### config.mk
export PLATFORM = sky130hd
export DESIGN_NAME = div_unit_seq
export DESIGN_NICKNAME = d
export VERILOG_FILES = /design/src/rtl/div_unit_seq.sv
export SDC_FILE = /design/constraint.sdc
export NUM_CORES = 1
export LEC_CHECK = 0
export CORE_ASPECT_RATIO = 1.1
export CORE_MARGIN = 1.5
export CORE_UTILIZATION = 55
export CTS_BUF_LIST = sky130_fd_sc_hd__clkbuf_8
export DETAILED_ROUTE_END_ITERATION = 6
export PLACE_DENSITY = 0.75
export REMOVE_ABC_BUFFERS = 1
export SLEW_MARGIN = 10
export SYNTH_ARGS = -nofsm -noshare
export SYNTH_HDL_FRONTEND = slang
export SYNTH_SLANG_ARGS = --single-unit
### constraint.sdc
create_clock -name clk -period 7.5 [get_ports clk]
set_input_delay 1.5 -clock clk [delete_from_list [all_inputs] [get_ports clk]]
set_output_delay 1.5 -clock clk [all_outputs]
set_load 0.05 [all_outputs]
### src/rtl/div_unit_seq.sv
// Iterative radix-2 restoring divider for RV32M DIV/DIVU/REM/REMU, one quotient bit per clock.
// Optional build macro DIV_EARLY_OUT_EN: divide-by-zero and signed overflow skip the iteration phase.
module div_unit_seq #(
    parameter int WIDTH = 32
) (
    input  logic             clk,
    input  logic             rst,
    input  logic             start,
    input  logic [1:0]       op,
    input  logic [WIDTH-1:0] a,
    input  logic [WIDTH-1:0] b,
    output logic             busy,
    output logic             done,
    output logic [WIDTH-1:0] result,
    output logic             div_by_zero
);

    localparam int CW = $clog2(WIDTH);

    typedef enum logic [1:0] {IDLE, CALC, FIX} state_t;

    state_t           state, state_nxt;
    logic [WIDTH-1:0] rem, quo, divisor, a_q;
    logic [CW-1:0]    cnt;
    logic             rem_sel, sign_q, sign_r, bz, ovf;

    // Operand conditioning at acceptance time
    logic             signed_op, a_neg, b_neg, b_zero, overflow, accept;
    logic [WIDTH-1:0] a_abs, b_abs;

    assign signed_op = ~op[0];
    assign a_neg     = signed_op & a[WIDTH-1];
    assign b_neg     = signed_op & b[WIDTH-1];
    assign a_abs     = a_neg ? (~a + 1'b1) : a;
    assign b_abs     = b_neg ? (~b + 1'b1) : b;
    assign b_zero    = (b == '0);
    assign overflow  = signed_op && (a == {1'b1, {(WIDTH-1){1'b0}}}) && (&b);
    // done is high in the first IDLE cycle; a start landing there is dropped.
    assign accept    = (state == IDLE) && start && !done;

    // One restoring step: trial subtraction is WIDTH+1 bits, top bit is the borrow.
    logic [WIDTH:0]   shifted, trial;
    logic             fits;

    assign shifted = {rem, quo[WIDTH-1]};
    assign trial   = shifted - {1'b0, divisor};
    assign fits    = ~trial[WIDTH];

    // Sign fix-up, RISC-V boundary overrides, then quotient/remainder select
    logic [WIDTH-1:0] quo_s, rem_s, quo_f, rem_f, res_sel;

    always_comb begin
        // NOTE: every always_comb output gets a default first so no path can infer a latch.
        quo_s = sign_q ? (~quo + 1'b1) : quo;
        rem_s = sign_r ? (~rem + 1'b1) : rem;
        quo_f = quo_s;
        rem_f = rem_s;
        if (bz) begin
            quo_f = '1;
            rem_f = a_q;
        end else if (ovf) begin
            quo_f = a_q;
            rem_f = '0;
        end
        res_sel = rem_sel ? rem_f : quo_f;
    end

    always_comb begin
        state_nxt = state;
        busy      = (state != IDLE);
        unique case (state)
            IDLE: if (accept) begin
`ifdef DIV_EARLY_OUT_EN
                state_nxt = (b_zero || overflow) ? FIX : CALC;
`else
                state_nxt = CALC;
`endif
            end
            CALC: if (cnt == '0) state_nxt = FIX;
            FIX:  state_nxt = IDLE;
            default: state_nxt = IDLE;
        endcase
    end

    always_ff @(posedge clk or posedge rst) begin
        if (rst) state <= IDLE;
        else     state <= state_nxt;
    end

    // NOTE: sequential state uses non-blocking assignments so every register samples pre-edge values.
    always_ff @(posedge clk or posedge rst) begin
        if (rst) begin
            rem         <= '0;
            quo         <= '0;
            divisor     <= '0;
            a_q         <= '0;
            cnt         <= '0;
            rem_sel     <= 1'b0;
            sign_q      <= 1'b0;
            sign_r      <= 1'b0;
            bz          <= 1'b0;
            ovf         <= 1'b0;
            done        <= 1'b0;
            result      <= '0;
            div_by_zero <= 1'b0;
        end else begin
            done <= (state == FIX);
            if (accept) begin
                a_q     <= a;
                divisor <= b_abs;
                quo     <= a_abs;
                rem     <= '0;
                cnt     <= CW'(WIDTH - 1);
                rem_sel <= op[1];
                sign_q  <= a_neg ^ b_neg;
                sign_r  <= a_neg;
                bz      <= b_zero;
                ovf     <= overflow;
            end
            if (state == CALC) begin
                rem <= fits ? trial[WIDTH-1:0] : shifted[WIDTH-1:0];
                quo <= {quo[WIDTH-2:0], fits};
                cnt <= cnt - 1'b1;
            end
            if (state == FIX) begin
                result      <= res_sel;
                div_by_zero <= bz;
            end
        end
    end

endmodule

# ---- After elaboration in Yosys (flattened, before gate mapping)
# Index checks and enable logic that the tools add are counted.
dict set report totals {
  ff_bits 174
  in_bits 69
  out_inout_bits 35
  elab_cells 65
}
dict set report classes {
  n_addsub 6
  n_eq_ne 5
  muxes 19
  bitwise_logic 9
  reduce_logical 12
}
# cell n
set op_table {}
lappend op_table {{two-way mux 32 bit} 14}
lappend op_table {{adder 32 x 1 -> 32 bit, second input constant} 4}
lappend op_table {{inverter 32 bit} 4}
lappend op_table {{subtractor 33 x 32 -> 33 bit} 1}
lappend op_table {{== test 32 bit, second input constant} 1}
lappend op_table {{zero test 32 bit} 1}
lappend op_table {{AND reduction 32 bit} 1}
lappend op_table {{two-way mux 5 bit} 2}
lappend op_table {{zero test 5 bit} 1}
lappend op_table {{subtractor 5 x 1 -> 5 bit, second input constant} 1}
lappend op_table {{logical AND 1 bit} 4}
lappend op_table {{two-way mux 2 bit} 2}
lappend op_table {{!= test 2 bit, second input constant} 2}
lappend op_table {{one-hot mux 2 bit (2 select lines)} 1}
lappend op_table {{nonzero test 2 bit} 2}
lappend op_table {{bitwise AND 1 bit} 2}
lappend op_table {{== test 2 x 1 -> 1 bit, second input constant} 1}
lappend op_table {{== test 2 bit, second input constant} 1}
lappend op_table {{zero test 2 bit} 1}
lappend op_table {{inverter 1 bit} 2}
lappend op_table {{AND reduction 2 bit} 1}
lappend op_table {{zero test 1 bit} 1}
lappend op_table {{bitwise XOR 1 bit} 1}

# ---- Logic depth before layout (Yosys ltp)
# Gate-level depths: netlist of run 1.
dict set report logic_depth {
  depth_word 6
  depth_mapped 15
  mapped_depth_nobuf 14
}

# ---- Worst setup path after synthesis of run 1
# No wires, ideal clock.
dict set report synth_timing {
  kind {input to register}
  startpoint {in b[0]}
  endpoint {reg divisor[30]}
  setup_ps 133
  arrival_ps 3124
  required_ps 7367
  path_slack_ps 4243
  stages 11
  n_path_buf 0
  path_cell_list {inv_1 ha_1 nand2b_1 nand2b_1 nor4_1 and3_1 nand2_1 nor2_1 a21oi_1 xnor2_1 o21ai_0}
}
dict set report synth_via {
  elab_chain_len 3
}
# item line_no
set synth_rtl {}
lappend synth_rtl {{from (decl)} 11} ;# input logic [WIDTH-1:0] b,
lappend synth_rtl {{inverter 32 bit} 35} ;# assign b_abs = b_neg ? (~b + 1'b1) : b;
lappend synth_rtl {{adder 32 x 1 -> 32 bit} 35}
lappend synth_rtl {{two-way mux 32 bit} 35}
lappend synth_rtl {{to (signal assigned)} 110} ;# divisor <= b_abs;
lappend synth_rtl {{to (decl)} 23} ;# logic [WIDTH-1:0] rem, quo, divisor, a_q;
# Every way passes these cells.
# A chain may end at the register's enable or synchronous reset.

# ---- Final worst setup path of run 1
dict set report layout_timing {
  startpoint {reg quo[31]}
  endpoint {reg rem[14]}
}
dict set report layout_via {
  elab_chain_len 3
}
# item line_no
set layout_rtl {}
lappend layout_rtl {{from (decl)} 23}
lappend layout_rtl {{from (signal assigned)} 111} ;# quo <= a_abs;
lappend layout_rtl {{from (signal assigned)} 122} ;# quo <= {quo[WIDTH-2:0], fits};
lappend layout_rtl {{subtractor 33 x 32 -> 33 bit} 46} ;# assign trial = shifted - {1'b0, divisor};
lappend layout_rtl {{two-way mux 32 bit} 121} ;# rem <= fits ? trial[WIDTH-1:0] : shifted[WIDTH-1:0];
lappend layout_rtl {{two-way mux 32 bit} 120} ;# if (state == CALC) begin
lappend layout_rtl {{to (signal assigned)} 121}
lappend layout_rtl {{to (decl)} 23}
# Every way passes these cells.

==> run metrics, run 1 <==
outcome finished, final reports clean; starting density of the core 0.558; cell count after synthesis 1,428; post-layout min period 3.88 ns; overall power 6.80 mW; Crit Path Max Fanout 37; die height 157 um; Inst Count DP 1,751; Residual DRC 0; Cell Area, Synth 11,900 um2; final instance area 13,500 um2; CTS buffer count 17; MaxCap Viol Count 0; final wirelength between 30,000 and 40,000 um; first-pass GRT wire length 52,100 um; Async SR Flop Fraction 1.00; # hold bufs at CTS 0; Worst Setup Start Kind register; Yosys reg bits roughly 170; HP Class reg -> reg; via-per-instance ratio 6.04; CTS tree built; most area-consuming cells after synthesis dfrtp_1 (37%), xnor2_1 (6.9%), o21ai_0 (6.8%), nand2_1 (6.6%), ha_1 (4.1%); final setup skew 0.0165 ns; via count between 10,000 and 15,000; Finished Layout Cells about 1,800; Area Growth Syn to Fin 13.5%; Setup crit end kind register; Yosys top cell area share 0.366; syn_area_per_cell approximately 8.3 um2; Worst Setup Path Type reg -> reg; ant diodes 0; Hold Crit Start div_by_zero; gr usage total 0.294; Ys Warns 0; fraction of final layout cells sized beyond drive strength 1 0.0455; CTS Buffer Depth 2; Routed Antenna Nets 0; post-layout net count 1,589; initial antenna violation count 0; Synth cell types 61; Arr. time, crit path 4.20 ns; Post-CTS Setup Inserts 0; Worst Tran Pin Value 1.13 ns; Top Ports 104; DR WL met2 about 15,000 um; Slew Limit Fails 0; vias in the first global route 10,275; worst r2r src quo[31]; num rows between 50 and 60; die width 143 um; final setup fails 0; FF-to-FF path depth 14; Hold Violations, Final 0; H-tree level count 4; Setup WS pre-CTS ~3.3 ns; GRT overflow 0; Static Leak 5.70 nW; PD cells 504 nW/um2; Starting DRT DRC Count 880; highest routed layer met4; Fin Setup TNS 0 ns; Initial DRT Pass Iterations 6; Clock Latency Late Sink 0.48 ns; largest net degree at the start of global routing 90; FMAX between 200 and 300 MHz; drt wl/cell 17.7 um; metal3 WL approximately 2100 um; Die ar. between 20,000 and 25,000 um2; Worst IR Drop VDD 0.327 mV; Seq/Total Area, Yosys 0.366; CTS resizes 0; met1 wire length 13,900 um; DPL Wire Length about 22,000 um; Root Driver clkbuf_8; Post-synth top flop dfrtp_1; Synth area leader dfrtp_1; CORE AREA 21,300 um2; Post-synth EDFFs 0; CP Launch Point quo[31]; clk slew on worst S/H paths 0.09 ns; Placer Congestion approximately 0.94; worst endpoint required time 7.82 ns; Slew HR 0.245; Tcrit/Tclk final 0.518; RSZ-0062 raised after global routing false; PnR worst setup slack 3.62 ns; clock sink total 174; Post-DP Area about 13,000 um2; PortBufs 103; fill count approximately 1,900; Hold Path Stages 2
## flip-flops by register name, indices dropped and copies added (netlist names)
signal	flops
result	32
state	2
ovf	1
quo	32
done	1
sign_r	1
rem	32
a_q	32
sign_q	1
div_by_zero	1
rem_sel	1
bz	1
cnt	5
divisor	32
## area by class of cell
type                       instances  area (um2)  area share
timing repair buffer             114        1110      0.0825
sequential                       174        4350       0.322
tap                              290         363      0.0269
clock buffer                      20         275      0.0204
clock inverter                    12         158      0.0117
inverter                          59         226      0.0168
multi-input combinational       1114        7010       0.519
## cells in the final DEF, fill, tap and decap left out, types with 4 or more instances in the layout
cell,netlist,final
o21a_1,6,6
nand2b_1,17,16
inv_1,59,58
clkbuf_8,0,20
xor2_1,52,52
dfrtp_1,174,174
mux2i_1,31,31
o21ai_0,161,161
a31oi_1,11,11
nor3_1,23,23
nand2_1,208,208
clkdlybuf4s50_1,0,103
or4_1,6,6
o211ai_1,5,5
a21oi_1,78,78
or3_1,9,9
nor2b_1,14,12
o22ai_1,27,27
o41ai_1,14,14
a21o_1,21,21
o21bai_1,4,4
a221oi_1,29,29
o31ai_1,21,21
or2_2,6,6
mux2_2,5,5
buf_4,0,11
ha_1,39,39
and2_1,5,5
nor2_1,76,75
a22oi_1,33,33
o21ai_1,6,6
nor4_1,13,13
xnor2_1,94,94
and3_1,13,13
nand4_1,8,8
nand3_1,44,44
a211oi_1,5,5
## path summary, 6_finish.rpt
check                           slack, ns     endpoint
max in group asynchronous            4.84      a_q[15]
worst min-delay path                 0.48  div_by_zero
worst min register to register       0.48  div_by_zero
min in group asynchronous            1.47   divisor[4]
worst max-delay path                 3.62      rem[14]
worst max register to register       3.62      rem[14]
## through the flow
stage / hold WS [ns] / utilization
2_1_floorplan: 0.441 / -
3_3_place_gp: 0.458 / 0.613
3_5_place_dp: 0.464 / 0.613
4_1_cts: 0.485 / 0.634
5_1_grt: 0.496 / 0.634
6_report: 0.479 / 0.634
## per-layer routing
| layer | up-vias | global-route usage |
|---|---|---|
| li1 | 5188 | - |
| met1 | 5102 | 0.396 |
| met2 | 413 | 0.476 |
| met3 | 66 | 0.0484 |
| met4 | 0 | 0.109 |
| met5 | - | 0 |
## Yosys cell counts, types with 17 or more instances
library cell	count
a21o_1	21
a21oi_1	78
a221oi_1	29
a22oi_1	33
clkbuf_1	69
dfrtp_1	174
ha_1	39
inv_1	59
mux2i_1	31
nand2_1	208
nand2b_1	17
nand3_1	44
nor2_1	76
nor3_1	23
o21ai_0	161
o22ai_1	27
o31ai_1	21
xnor2_1	94
xor2_1	52
## power breakdown
group	leakage (nW)	total [mW]	internal, mW	switching (mW)
combinational	3.30	4.14	1.81	2.33
clock	0.212	0.720	0.358	0.362
sequential	2.18	1.95	1.41	0.537
total	5.70	6.80	3.58	3.22
## critical path: stages (launching register included)
cell and delay (ns):
dfrtp_1 0.48, inv_1 0.19, ha_1 0.27, fa_1 0.37, nand2b_1 0.19, a21oi_1 0.31
o21ai_1 0.14, nand2_1 0.12, a32o_1 0.22, a211o_1 0.27, a31oi_4 0.15, xnor2_4 0.13
buf_4 0.48, mux2i_1 0.26, o21ai_0 0.09
## kinds of logic after synthesis
family | Yosys count | synth area share
AO/OA/AOI/OAI | 439 | 0.230
XOR/XNOR | 147 | 0.110
AND/OR/NAND/NOR | 452 | 0.175
adder cells (fa/ha/maj) | 40 | 0.0427
flip-flops | 174 | 0.366
multiplexers | 36 | 0.0308
buffers and inverters | 140 | 0.0462
No activity file was read; power rests on OpenSTA's default activity.
==> run 2: changes to the inputs <==
- PLACE_DENSITY: 0.75 -> 0.78
- clock period: 7.5 -> 3.25 ns (I/O delays scaled with it)
==> run metrics, run 2 (synthesis results as in run 1) <==
outcome finished, final reports clean; Root Driver clkbuf_8; Clock Latency Late Sink 0.47 ns (about the same); grt met1 use 0.394 (-0.00157); final wirelength 33,100 um (+4.9%); final setup fails 0 (unchanged); combinational share of power 0.633 (+0.025); commonest cells after routing, fill and taps aside nand2_1 (207), dfrtp_1 (174), o21ai_0 (159); initial antenna violation count 0 (unchanged); Area Growth Syn to Fin 19.4%; Fin Setup TNS 0 ns (unchanged); post-layout net count 1,653 (+4.0%); Static Leak 6.11 nW (+7.2%); met3 GRT Util 0.0469 (-0.00152); Tcrit/Tclk final 0.974 (+0.456); CTS buffer count 17 (unchanged); die height 157 um (unchanged); CTS Buffer Depth 2 (unchanged); fraction of final layout cells sized beyond drive strength 1 0.0886 (+0.0431); Top Ports 104 (unchanged); Die ar. 22,500 um2 (unchanged); Worst Setup Start Kind register; MaxCap Viol Count 0 (unchanged); Clk pwr share 0.114 (+0.008); Arr. time, crit path 3.45 ns (-0.75 ns); H-tree level count 4 (unchanged); gr usage total 0.296 (+0.00263); GRT met2 Usage 0.492 (+0.0166); ant diodes 0 (unchanged); final setup skew 0.0101 ns (-0.00640 ns); switching power 7.99 mW (+150%); clock sink total 174 (unchanged); die width 143 um (unchanged); Slew HR 0.302 (+0.0562); commonest non-fill, non-tap cell in the layout nand2_1; Starting DRT DRC Count 991 (+13%); CORE AREA 21,300 um2 (unchanged); Placer Congestion 0.928 (-0.95%); Routed Antenna Nets 0 (unchanged); Pint 9.39 mW (+160%); GRT overflow 0 (unchanged); num rows 56 (unchanged); CP Launch Point divisor[5]; Hold Crit Start result[11]; Crit Path Max Fanout 5 (-86%); clk slew on worst S/H paths 0.09 ns (about the same); Finished Layout Cells 1,847 (+3.6%); Slew Limit Fails 0 (unchanged); post-route core utilization 0.667 (+0.0330); FMAX 316 MHz (+23%); starting density of the core 0.558 (unchanged); CTS tree built; worst r2r src divisor[5]; GR peak layer met2; first-pass GRT wire length 53,000 um (+1.6%); R2R Setup Slk 0.09 ns (-3.53 ns); DPL Wire Length 23,700 um (+6.4%); HP Class reg -> reg; Worst Tran Pin Value 1.05 ns (-0.0820 ns); hold slack 0.482 ns (+0.00351 ns); worst endpoint required time 3.54 ns (-4.28 ns); via count 11,174 (+3.8%); sw frac 0.460 (-0.0144); PD cells 1220 nW/um2 (+140%); post-layout min period 3.16 ns (-0.719 ns); largest net degree at the start of global routing 64 (-29%); via-per-instance ratio 6.05 (+0.17%); Residual DRC 0 (unchanged); Initial DRT Pass Iterations 5 (-1); Hold Violations, Final 0 (unchanged); drt wl/cell 17.9 um (+1.3%); Inst Count DP 1,808 (+3.3%); vias in the first global route 10,518 (+2.4%); Worst IR Drop VDD 0.708 mV (+120%); Worst Setup Path Type reg -> reg; Setup crit end kind register; proportion of power drawn by flip-flops and latches 0.253 (-0.033); PortBufs 103 (unchanged)
## run 2: cell types whose count changed in the layout (fill, tap and decap cells not counted), moves of 3 or more
cell       delta
buf_4        +56
bufinv_16     +5
buf_12        +4
clkbuf_16     +3
clkbuf_8      -3
## run 2: per-stage QoR
stage	setup WS [ns]	power, mW	area [um2]
floorplan	-2.12	11.6	11600
global placement	0.0838	14.3	13500
detailed placement	0.0128	14.5	13500
CTS	0.0231	16.6	14100
global route	-0.0553	18.6	14200
finish	0.0857	17.4	14200
## run 2: path summary, 6_finish.rpt
kind / end / cells past startpoint
setup / recovery: rem[26] / 14
hold / removal: result[11] / 2
max in group asynchronous: divisor[27] / 3
hold reg to reg: result[11] / 2
setup reg to reg: rem[26] / 14
min in group asynchronous: rem[3] / 2
## run 2: metal layers
metal | vias up | wire length (um)
li1 | 5319 | -
met2 | 457 | 15800
met3 | 80 | 2160
met4 | 0 | 1040
met1 | 5318 | 14100
met5 | - | 0
## run 2: final cells by class
type	count	area, um2
fillers	1874	7100
inverters	59	226
multi-input cells	1114	7040
repair buffers	178	1700
well taps	290	363
flip-flops and latches	174	4350
clock inverters	15	292
clock buffers	17	234
## run 2: what timing repair did
item                       in CTS  in global routing
buffers inserted                0                  3
hold buffers                    0                  0
setup endpoints to repair      11                 32
cloned                          0                  4
gates resized for setup         1                  9
pin swaps                       1                  7
## run 2: power by group through the flow
stage / registers [mW] / clock network, mW / logic, mW
5_1_grt: 4.54 / 2.09 / 12.0
3_5_place_dp: 4.39 / 0 / 10.1
6_report: 4.40 / 1.99 / 11.0
4_1_cts: 4.36 / 2.00 / 10.2
2_1_floorplan: 4.70 / 0 / 6.87
3_3_place_gp: 4.33 / 0 / 9.93
## run 2: critical path, stage by stage, from the launching register on
cell       delay [ns]
dfrtp_1          0.35
inv_1            0.05
ha_1             0.30
a21o_1           0.19
a211o_1          0.25
o21ai_2          0.15
nand2_2          0.09
a32o_2           0.29
a211o_1          0.32
a31oi_4          0.24
xnor2_4          0.15
buf_12           0.15
clkbuf_16        0.15
mux2i_1          0.17
o21ai_0          0.12
